### src/rtl/lut_burst_loader.sv
// Staging buffer for the log-domain multiplier LUTs: the host fills it at its own pace,
// then the whole table is replayed as one gap-free write burst.
module lut_burst_loader #(
   parameter int LUT_SIZE  = 128,
   parameter int MANT_LEN  = 10,
   parameter int FLOAT_LEN = 16,
   parameter int IDX_W     = $clog2(LUT_SIZE)
) (
   input  logic                 clk,
   input  logic                 rst_n,
   input  logic                 host_valid,
   output logic                 host_ready,
   input  logic [MANT_LEN-1:0]  host_log2_data,
   input  logic [FLOAT_LEN-1:0] host_exp2_data,
   input  logic                 reload,
   output logic                 lut_wr_en,
   output logic [MANT_LEN-1:0]  log2_lut_data_out,
   output logic [FLOAT_LEN-1:0] exp2_lut_data_out,
   output logic                 busy,
   output logic                 lut_loaded
);
   localparam int CNT_W = IDX_W + 1;
   localparam int ENT_W = MANT_LEN + FLOAT_LEN;

   localparam logic [1:0] S_FILL  = 2'd0;
   localparam logic [1:0] S_BURST = 2'd1;
   localparam logic [1:0] S_DONE  = 2'd2;

   localparam logic [CNT_W-1:0] CNT_LAST = CNT_W'(LUT_SIZE - 1);
   localparam logic [CNT_W-1:0] CNT_END  = CNT_W'(LUT_SIZE);
   localparam logic [CNT_W-1:0] CNT_ONE  = CNT_W'(1);

   logic [1:0]       state_q, state_d;
   logic [CNT_W-1:0] wr_cnt_q, wr_cnt_d;
   logic [CNT_W-1:0] rd_cnt_q, rd_cnt_d;
   logic             host_ready_q;
   logic             lut_wr_en_q, lut_wr_en_d;
   logic [ENT_W-1:0] lut_buf [LUT_SIZE];
   logic [ENT_W-1:0] rd_data_q;
   logic             accept;
   logic             emit;

   // reload outranks a coinciding handshake, so the entry is dropped
   assign accept = host_valid && host_ready_q && (state_q == S_FILL) && !reload;
   // rd_cnt parks at LUT_SIZE after the last beat; that cycle is the move to DONE
   assign emit   = (state_q == S_BURST) && (rd_cnt_q != CNT_END);

   always_comb begin
      state_d     = state_q;
      wr_cnt_d    = wr_cnt_q;
      rd_cnt_d    = rd_cnt_q;
      lut_wr_en_d = 1'b0;
      case (state_q)
         S_FILL: begin
            if (reload) begin
               wr_cnt_d = '0;
            end else if (accept) begin
               wr_cnt_d = wr_cnt_q + CNT_ONE;
               if (wr_cnt_q == CNT_LAST) begin
                  state_d  = S_BURST;
                  rd_cnt_d = '0;
               end
            end
         end
         S_BURST: begin
            if (emit) begin
               lut_wr_en_d = 1'b1;
               rd_cnt_d    = rd_cnt_q + CNT_ONE;
            end else begin
               state_d = S_DONE;
            end
         end
         S_DONE: begin
            if (reload) begin
               state_d  = S_FILL;
               wr_cnt_d = '0;
            end
         end
         default: state_d = S_FILL;
      endcase
   end

   always_ff @(posedge clk or negedge rst_n) begin
      if (!rst_n) begin
         state_q      <= S_FILL;
         wr_cnt_q     <= '0;
         rd_cnt_q     <= '0;
         host_ready_q <= 1'b0;
         lut_wr_en_q  <= 1'b0;
      end else begin
         state_q      <= state_d;
         wr_cnt_q     <= wr_cnt_d;
         rd_cnt_q     <= rd_cnt_d;
         host_ready_q <= (state_d == S_FILL);
         lut_wr_en_q  <= lut_wr_en_d;
      end
   end

   // Block-RAM style storage: no reset, registered read
   always_ff @(posedge clk) begin
      if (accept) begin
         lut_buf[wr_cnt_q[IDX_W-1:0]] <= {host_log2_data, host_exp2_data};
      end
      rd_data_q <= lut_buf[rd_cnt_q[IDX_W-1:0]];
   end

   assign host_ready        = host_ready_q;
   assign lut_wr_en         = lut_wr_en_q;
   assign log2_lut_data_out = lut_wr_en_q ? rd_data_q[ENT_W-1:FLOAT_LEN] : '0;
   assign exp2_lut_data_out = lut_wr_en_q ? rd_data_q[FLOAT_LEN-1:0] : '0;
   assign busy              = (state_q == S_BURST);
   assign lut_loaded        = (state_q == S_DONE);

endmodule

### config.mk
export PLATFORM = sky130hd
export DESIGN_NAME = lut_burst_loader
export DESIGN_NICKNAME = d
export VERILOG_FILES = /design/src/rtl/lut_burst_loader.sv
export SDC_FILE = /design/constraint.sdc
export NUM_CORES = 2
export LEC_CHECK = 0
export CORE_UTILIZATION = 45
export DETAILED_ROUTE_END_ITERATION = 6
export GPL_ROUTABILITY_DRIVEN = 0
export SYNTH_ARGS = -nofsm -noshare
export SYNTH_HDL_FRONTEND = slang
export SYNTH_SLANG_ARGS = --single-unit
### constraint.sdc
create_clock -name clk -period 2.9 [get_ports clk]
set_input_delay 0.58 -clock clk [delete_from_list [all_inputs] [get_ports clk]]
set_output_delay 0.58 -clock clk [all_outputs]
set_load 0.005 [all_outputs]
==> results.txt <==
CTS sink count - 3374
Reg2reg start - rd_cnt_q[0]
FF-to-FF path depth - 9
Crit-path cells - buf_16, buf_16, buf_16, buf_16, mux4_2, o22ai_1, o21ai_1, a21oi_4, nor2_1
Max-slew violations - 0
Status - finished, violations left
Die area - 291000 sq um
Largest net degree at the start of global routing - 129
Crit path DAT - 3740 ps
Detail Route Antenna Nets - 0
Setup WS post-layout - -53.1 ps
Vias in the first global route - 67100
Clk slew on worst S/H paths - 60 ps
Period utilisation layout - 102%
Die Y - 539 um
Failing checks - negative setup slack
Top-count cell post-synth - edfxtp_1
Rows - 196
Placed inst area - 143000 sq um
Core area - 286000 sq um
Clk_lat worst skew - 940 ps
First-pass GRT wire length - 528000 um
CTS Root Cell - clkbuf_16
TritonCTS clock tree - yes
All-Layer GR Usage - 25.9%
Buf/Inv on CP - 4
Post-Route WL - 381000 um
Starting Density - 45.4%
Yosys top cell by area - edfxtp_1
Seq/Total Area, Yosys - 77.8%
Kind of critical path - reg -> reg
Initial antenna violation count - 27
Htree depth - 5
Peak supply drop - 492 uV
Worst Skew - 62.1 ps
Max clock buf depth - 4
Number of buffers created by CTS - 346
Crit path launch type - flop
Final core utilization - 54.8%
DRT Pass-1 Iters - 6
Yosys Warn Count - 0
1st-iter DRT viols - 9473
Slew HR - 33.1%
Crit path to - rd_data_q[2]
Number of synthesized register bits - 3374
Flop2flop setup slack - -50 ps
PD cells - 639 nW/um^2
Endpoints failing setup - 7
Synth top area share - 77.0%
Area grow syn2layout - 20.7%
Most used DFF post-synth - edfxtp_1
Top cells by area, synth - edfxtp_1 77%, mux4_2 11%, mux2i_1 3.6%, o22ai_1 0.80%, nor2_1 0.66%
Worst setup EP type - flop
Number of enable flip-flop cells after synthesis - 3328
FF-to-FF End - rd_data_q[2]
Routed wire per std cell - 34.2 um
Slowest stage delay, CP - 540 ps
Hold Crit Class - in -> reg
Cells after synthesis - 6102
Worst EP required - 3690 ps
Total of max-cap violations - 0
Leakage - 51.8 nW
Post-layout nets - 7132
Maximum operating frequency - 339 MHz
Netlist Area Pre-Place - 130000 sq um
Crit path from - rd_cnt_q[0]
Top cells by count, synth - 3328 x edfxtp_1, 622 x mux4_2, 472 x mux2i_1, 228 x nor2_1, 193 x nand2_1
DP Wirelength - 244000 um
Hold Vio Cnt, Final - 0
Via/cell ratio - 6.12
Via count - 68300
Yosys cell types - 79
Async S/R FF share, synth - 0.593%
Syn Nets - 6135
Worst path slowest cell - mux4_2
Port bufs - 59
Crit path depth - 9
Crit path max fanout - 12
Design area - 157000 sq um
Most numerous cell on the critical path - buf_16
Congestion Overflow GR - 0
CP top delay family - compound AO/OA/AOI/OAI gates
Crit path time final - 2950 ps
Least-Margin Pin Slew - 1000 ps
RSZ-0062 raised after global routing - yes
Die width - 539 um
Pre-CTS setup slack - -928 ps
# DRC - 0
Post-Syn Area per Cell - 21.3 sq um
IO Pins - 60
Share of layout cells above drive strength 1 - 32.4%
how the worst min path moves through the flow:
stage                      start              end  cells after the start
5_1_grt        host_log2_data[1]  lut_buf[90][17]                      1
3_3_place_gp         wr_cnt_q[7]      wr_cnt_q[7]                      1
4_1_cts        host_log2_data[1]  lut_buf[90][17]                      1
6_report       host_log2_data[1]  lut_buf[90][17]                      1
2_1_floorplan              rst_n       host_ready                      0
3_5_place_dp         wr_cnt_q[7]      wr_cnt_q[7]                      1
report_power, final:
part           internal (mW)  leakage [nW]  switching [mW]
clock network           25.8          5.52            18.9
logic                  0.296          15.9            1.34
registers               53.7          30.4          0.0550
total                   79.8          51.8            20.3
state kept, by name, summed over array words and instances, names as in the netlist:
| name | flops |
|---|---|
| host_ready | 1 |
| lut_buf | 3328 |
| lut_wr_en | 1 |
| rd_cnt_q | 8 |
| rd_data_q | 26 |
| state_q | 2 |
| wr_cnt_q | 8 |
kinds of logic after synthesis:
kind of cell,Yosys count,share of synthesized area [%]
flip-flops,3374,77.8
multiplexers,1111,14.6
AND/OR/NAND/NOR,629,2.23
AO/OA/AOI/OAI,628,3.29
buffers and inverters,348,1.96
XOR/XNOR,9,0.0607
adder cells (fa/ha/maj),3,0.0289
worst register-to-register path, cell delays in order, from the launching register on:
cell	delay [ps]
dfrtp_4	490
buf_16	230
buf_16	190
buf_16	220
buf_16	200
mux4_2	550
o22ai_1	230
o21ai_1	190
a21oi_4	450
nor2_1	100
per-stage QoR:
stage | power [mW] | instances | hold WS [ps] | TNS [ps]
floorplan | 54.9 | 6102 | 284 | -429430
global placement | 56.3 | 10400 | 521 | -328730
finish | 100 | 11200 | 72.3 | -178
detailed placement | 56.4 | 10400 | 531 | -382540
global route | 102 | 11100 | 32.5 | -500
CTS | 101 | 11100 | 16.9 | -573
placed cells by master, fill, tap and decap left out, drive strengths merged, types with 8 or more instances in the layout:
cell and n:
edfxtp 3328, buf 942, mux4 627, mux2i 472, clkbuf 445, nor2 231, nand2 193, o22ai 165
clkinv 130, a22oi 98, a21oi 91, o21ai 72, a211oi 65, nand3 44, bufinv 36, and2 34
nor4 31, a22o 29, dfxtp 26, a221oi 26, inv 24, nand4 21, dlygate4sd2 21, dfrtp 20
nor3 17, o211ai 15, a2111oi 14, nor2b 13, diode 12, mux2 12, or3 12, clkdlybuf4s50 11
a221o 10, a31oi 10, nand2b 9, clkinvlp 8
layer usage:
layer	global-route usage, %	vias up	share of wire, %
li1	-	27600	-
met4	7.56	12	3.4
met5	0	-	0.022
met3	4.75	545	9.4
met1	37.2	36600	40
met2	40.7	3534	47
layout make-up:
type                            instances  area (sq um)
Tap cell                             3762          4710
Inverter                                9          46.3
Antenna cell                           12          30.0
Timing Repair Buffer                  988         11700
Clock buffer                          438          9220
Clock inverter                        189          2120
Fill cell                           21500        129000
Sequential cell                      3374        101000
Multi-Input combinational cell       2380         27800
repair_timing:
item,CTS,global route
pin swaps,11,27
setup buffers,8,75
resized for setup,182,122
hold endpoints to repair,5,0
hold buffers,1,0
endpoints found under the setup margin,64,26
cloned,7,7
No activity file was read; power rests on OpenSTA's default activity.
==> variant: new RTL, same settings <==
Change the parameter `LUT_SIZE` from 128 to 64.
--- a/src/rtl/lut_burst_loader.sv
+++ b/src/rtl/lut_burst_loader.sv
@@ -3,3 +3,3 @@
 module lut_burst_loader #(
-   parameter int LUT_SIZE  = 128,
+   parameter int LUT_SIZE  = 64,
    parameter int MANT_LEN  = 10,
Function: not settled (the Yosys comparison gave no result); the edit may change what the design does.
==> variant against the original RTL <==
  * The flow finishes with violations (DRC)
  * Area after synthesis down 50%
  * Final area down 51%
  * Wire length down 56%
  * Clock skew down 0.032 ns
  * Total power down 51%
  * Setup slack better by 0.095 ns
  * Sequential cell count down 1666
==> variant: results (changes against the original RTL) <==
Largest register FFs=1,664 (was 3,328); number of global-route vias before repair=32.8k (was 67.1k); flop-to-flop setup slack=0.04 ns (was -0.05 ns); share of synthesized flip-flops with an asynchronous set or reset=1.05% (was 0.593%); Worst EP arrival=3.57 ns (was 3.74 ns); Antenna Cells=0 (was 12); initial antenna violation count=10 (was 27); Clock Tree Root=clkbuf_16 (unchanged); initial drt markers=3,682 (was 9,473); CP Max Fanout=20 (was 12); M1 wire length=70,300 um (was 153,000 um); worst hold slack=0.135 ns (was 0.0723 ns); placed cell area=0.0711 mm^2 (was 0.143 mm^2); FF-to-FF path depth=8 (was 9); share of layout cells above drive strength 1=33.0% (was 32.4%); DR vias/cell=5.99 (was 6.12); status=finished, violations left (unchanged); router iterations before antenna repair=7 (was 6); R2R Path End=rd_data_q[25] (was rd_data_q[2]); peak supply drop=0.546 mV (was 0.492 mV); delay-heaviest family, CP=buffers and inverters (was compound AO/OA/AOI/OAI gates); wire length of the first global-routing pass=243,000 um (was 528,000 um); DR WL/cell=31.8 um (was 34.2 um); LEAKAGE=25.3 nW (was 51.8 nW); number of flops mapped to enable cells by yosys=1,664 (was 3,328); largest net degree at the start of global routing=65 (was 129); clock latency on the worst-skew pair=0.81 ns (was 0.94 ns); Sw Share=19.8% (was 20.2%); syn nets=2,949 (was 6,135); Post-Synth XOR/XNOR Area=0.108% (was 0.0607%); Area contributors post-synth=edfxtp_1 77%, mux4_2 12%, mux2_2 1.9% (was edfxtp_1 77%, mux4_2 11%, mux2i_1 3.6%); DRC=8 (was 0); post-synthesis cell type count=51 (was 79); routed wl met3=14,100 um (was 35,800 um); Worst Hold Class=input port to async pin (was input port to flop); htree depth=4 (was 5); NumNets Final=3,332 (was 7,132); post-synthesis compound-gate area fraction=2.95% (was 3.29%); Final Skew=0.0303 ns (was 0.0621 ns); Post-DP HPWL=107,000 um (was 244,000 um); Synth top cells by count=1,664 x edfxtp_1, 361 x mux4_2, 107 x mux2_2 (was 3,328 x edfxtp_1, 622 x mux4_2, 472 x mux2i_1); Tot GR Track Use=23.6% (was 25.9%); failing checks=DRC (was setup timing); Num CTS Buffers=171 (was 346); Slew HR=35.1% (was 33.1%)
[variant: cell count changes after synthesis, sizes merged, moves of 69 or more]
cell	unedited run	this run
edfxtp	3328	1664
mux2i	472	77
mux4	627	361
buf	264	100
nor2	231	77
nand2	193	46
o22ai	165	33
mux2	12	107
a21oi	91	8
o21ai	72	3
[variant: worst max-delay path by stage]
stage	slack, ns	start	cells past startpoint	end
floorplan	-0.25	host_valid	4	lut_buf[31][0]
global placement	-0.14	host_valid	8	lut_buf[11][13]
detailed placement	-0.15	rd_cnt_q[0]	7	rd_data_q[4]
CTS	0.005	lut_wr_en	3	exp2_lut_data_out[11]
global route	0.0003	lut_wr_en	3	exp2_lut_data_out[11]
finish	0.04	rd_cnt_q[0]	8	rd_data_q[25]
[variant: metrics by stage]
stage          total power [mW]  cells  setup WS [ns]
2_1_floorplan              27.7   2916         -0.254
3_3_place_gp               28.3   5029         -0.138
3_5_place_dp               28.3   5029         -0.154
4_1_cts                    49.4   5339        0.00466
5_1_grt                    50.4   5339       0.000278
6_report                   49.1   5339         0.0419
[variant: layout make-up]
class,count,area [um^2]
Fill cell,11000,67200
Sequential cell,1708,51000
Multi-Input combinational cell,1034,13600
Clock buffer,236,4670
Timing Repair Buffer,376,4180
Tap cell,1903,2380
Clock inverter,74,716
Inverter,8,30.0
[variant: cells by family (layout without fill, tap and decap cells)]
family	after synthesis	after routing
flops	1708	1708
mux	545	545
compound gates	245	245
simple gates	233	233
buf+inv	174	694
xor+xnor	8	8
fa+ha+maj	3	3
[variant: power by group through the flow]
stage / logic [mW] / clock network (mW) / registers, mW
4_1_cts: 0.660 / 21.7 / 27.1
3_5_place_dp: 0.663 / 0 / 27.6
5_1_grt: 0.686 / 22.6 / 27.1
2_1_floorplan: 0.0393 / 0 / 27.6
6_report: 0.647 / 21.3 / 27.1
3_3_place_gp: 0.623 / 0 / 27.6
[variant: metal layers]
metal / track usage [%] / up-vias
met1: 33.7 / 17200
met3: 4.79 / 241
li1: - / 13200
met2: 36.8 / 1400
met5: 0 / -
met4: 7.30 / 10
[variant: timing repair]
item / CTS / global route
gates resized for setup: 13 / 4
gates cloned: 0 / 0
setup endpoints to repair: 11 / 5
pin swaps: 0 / 0
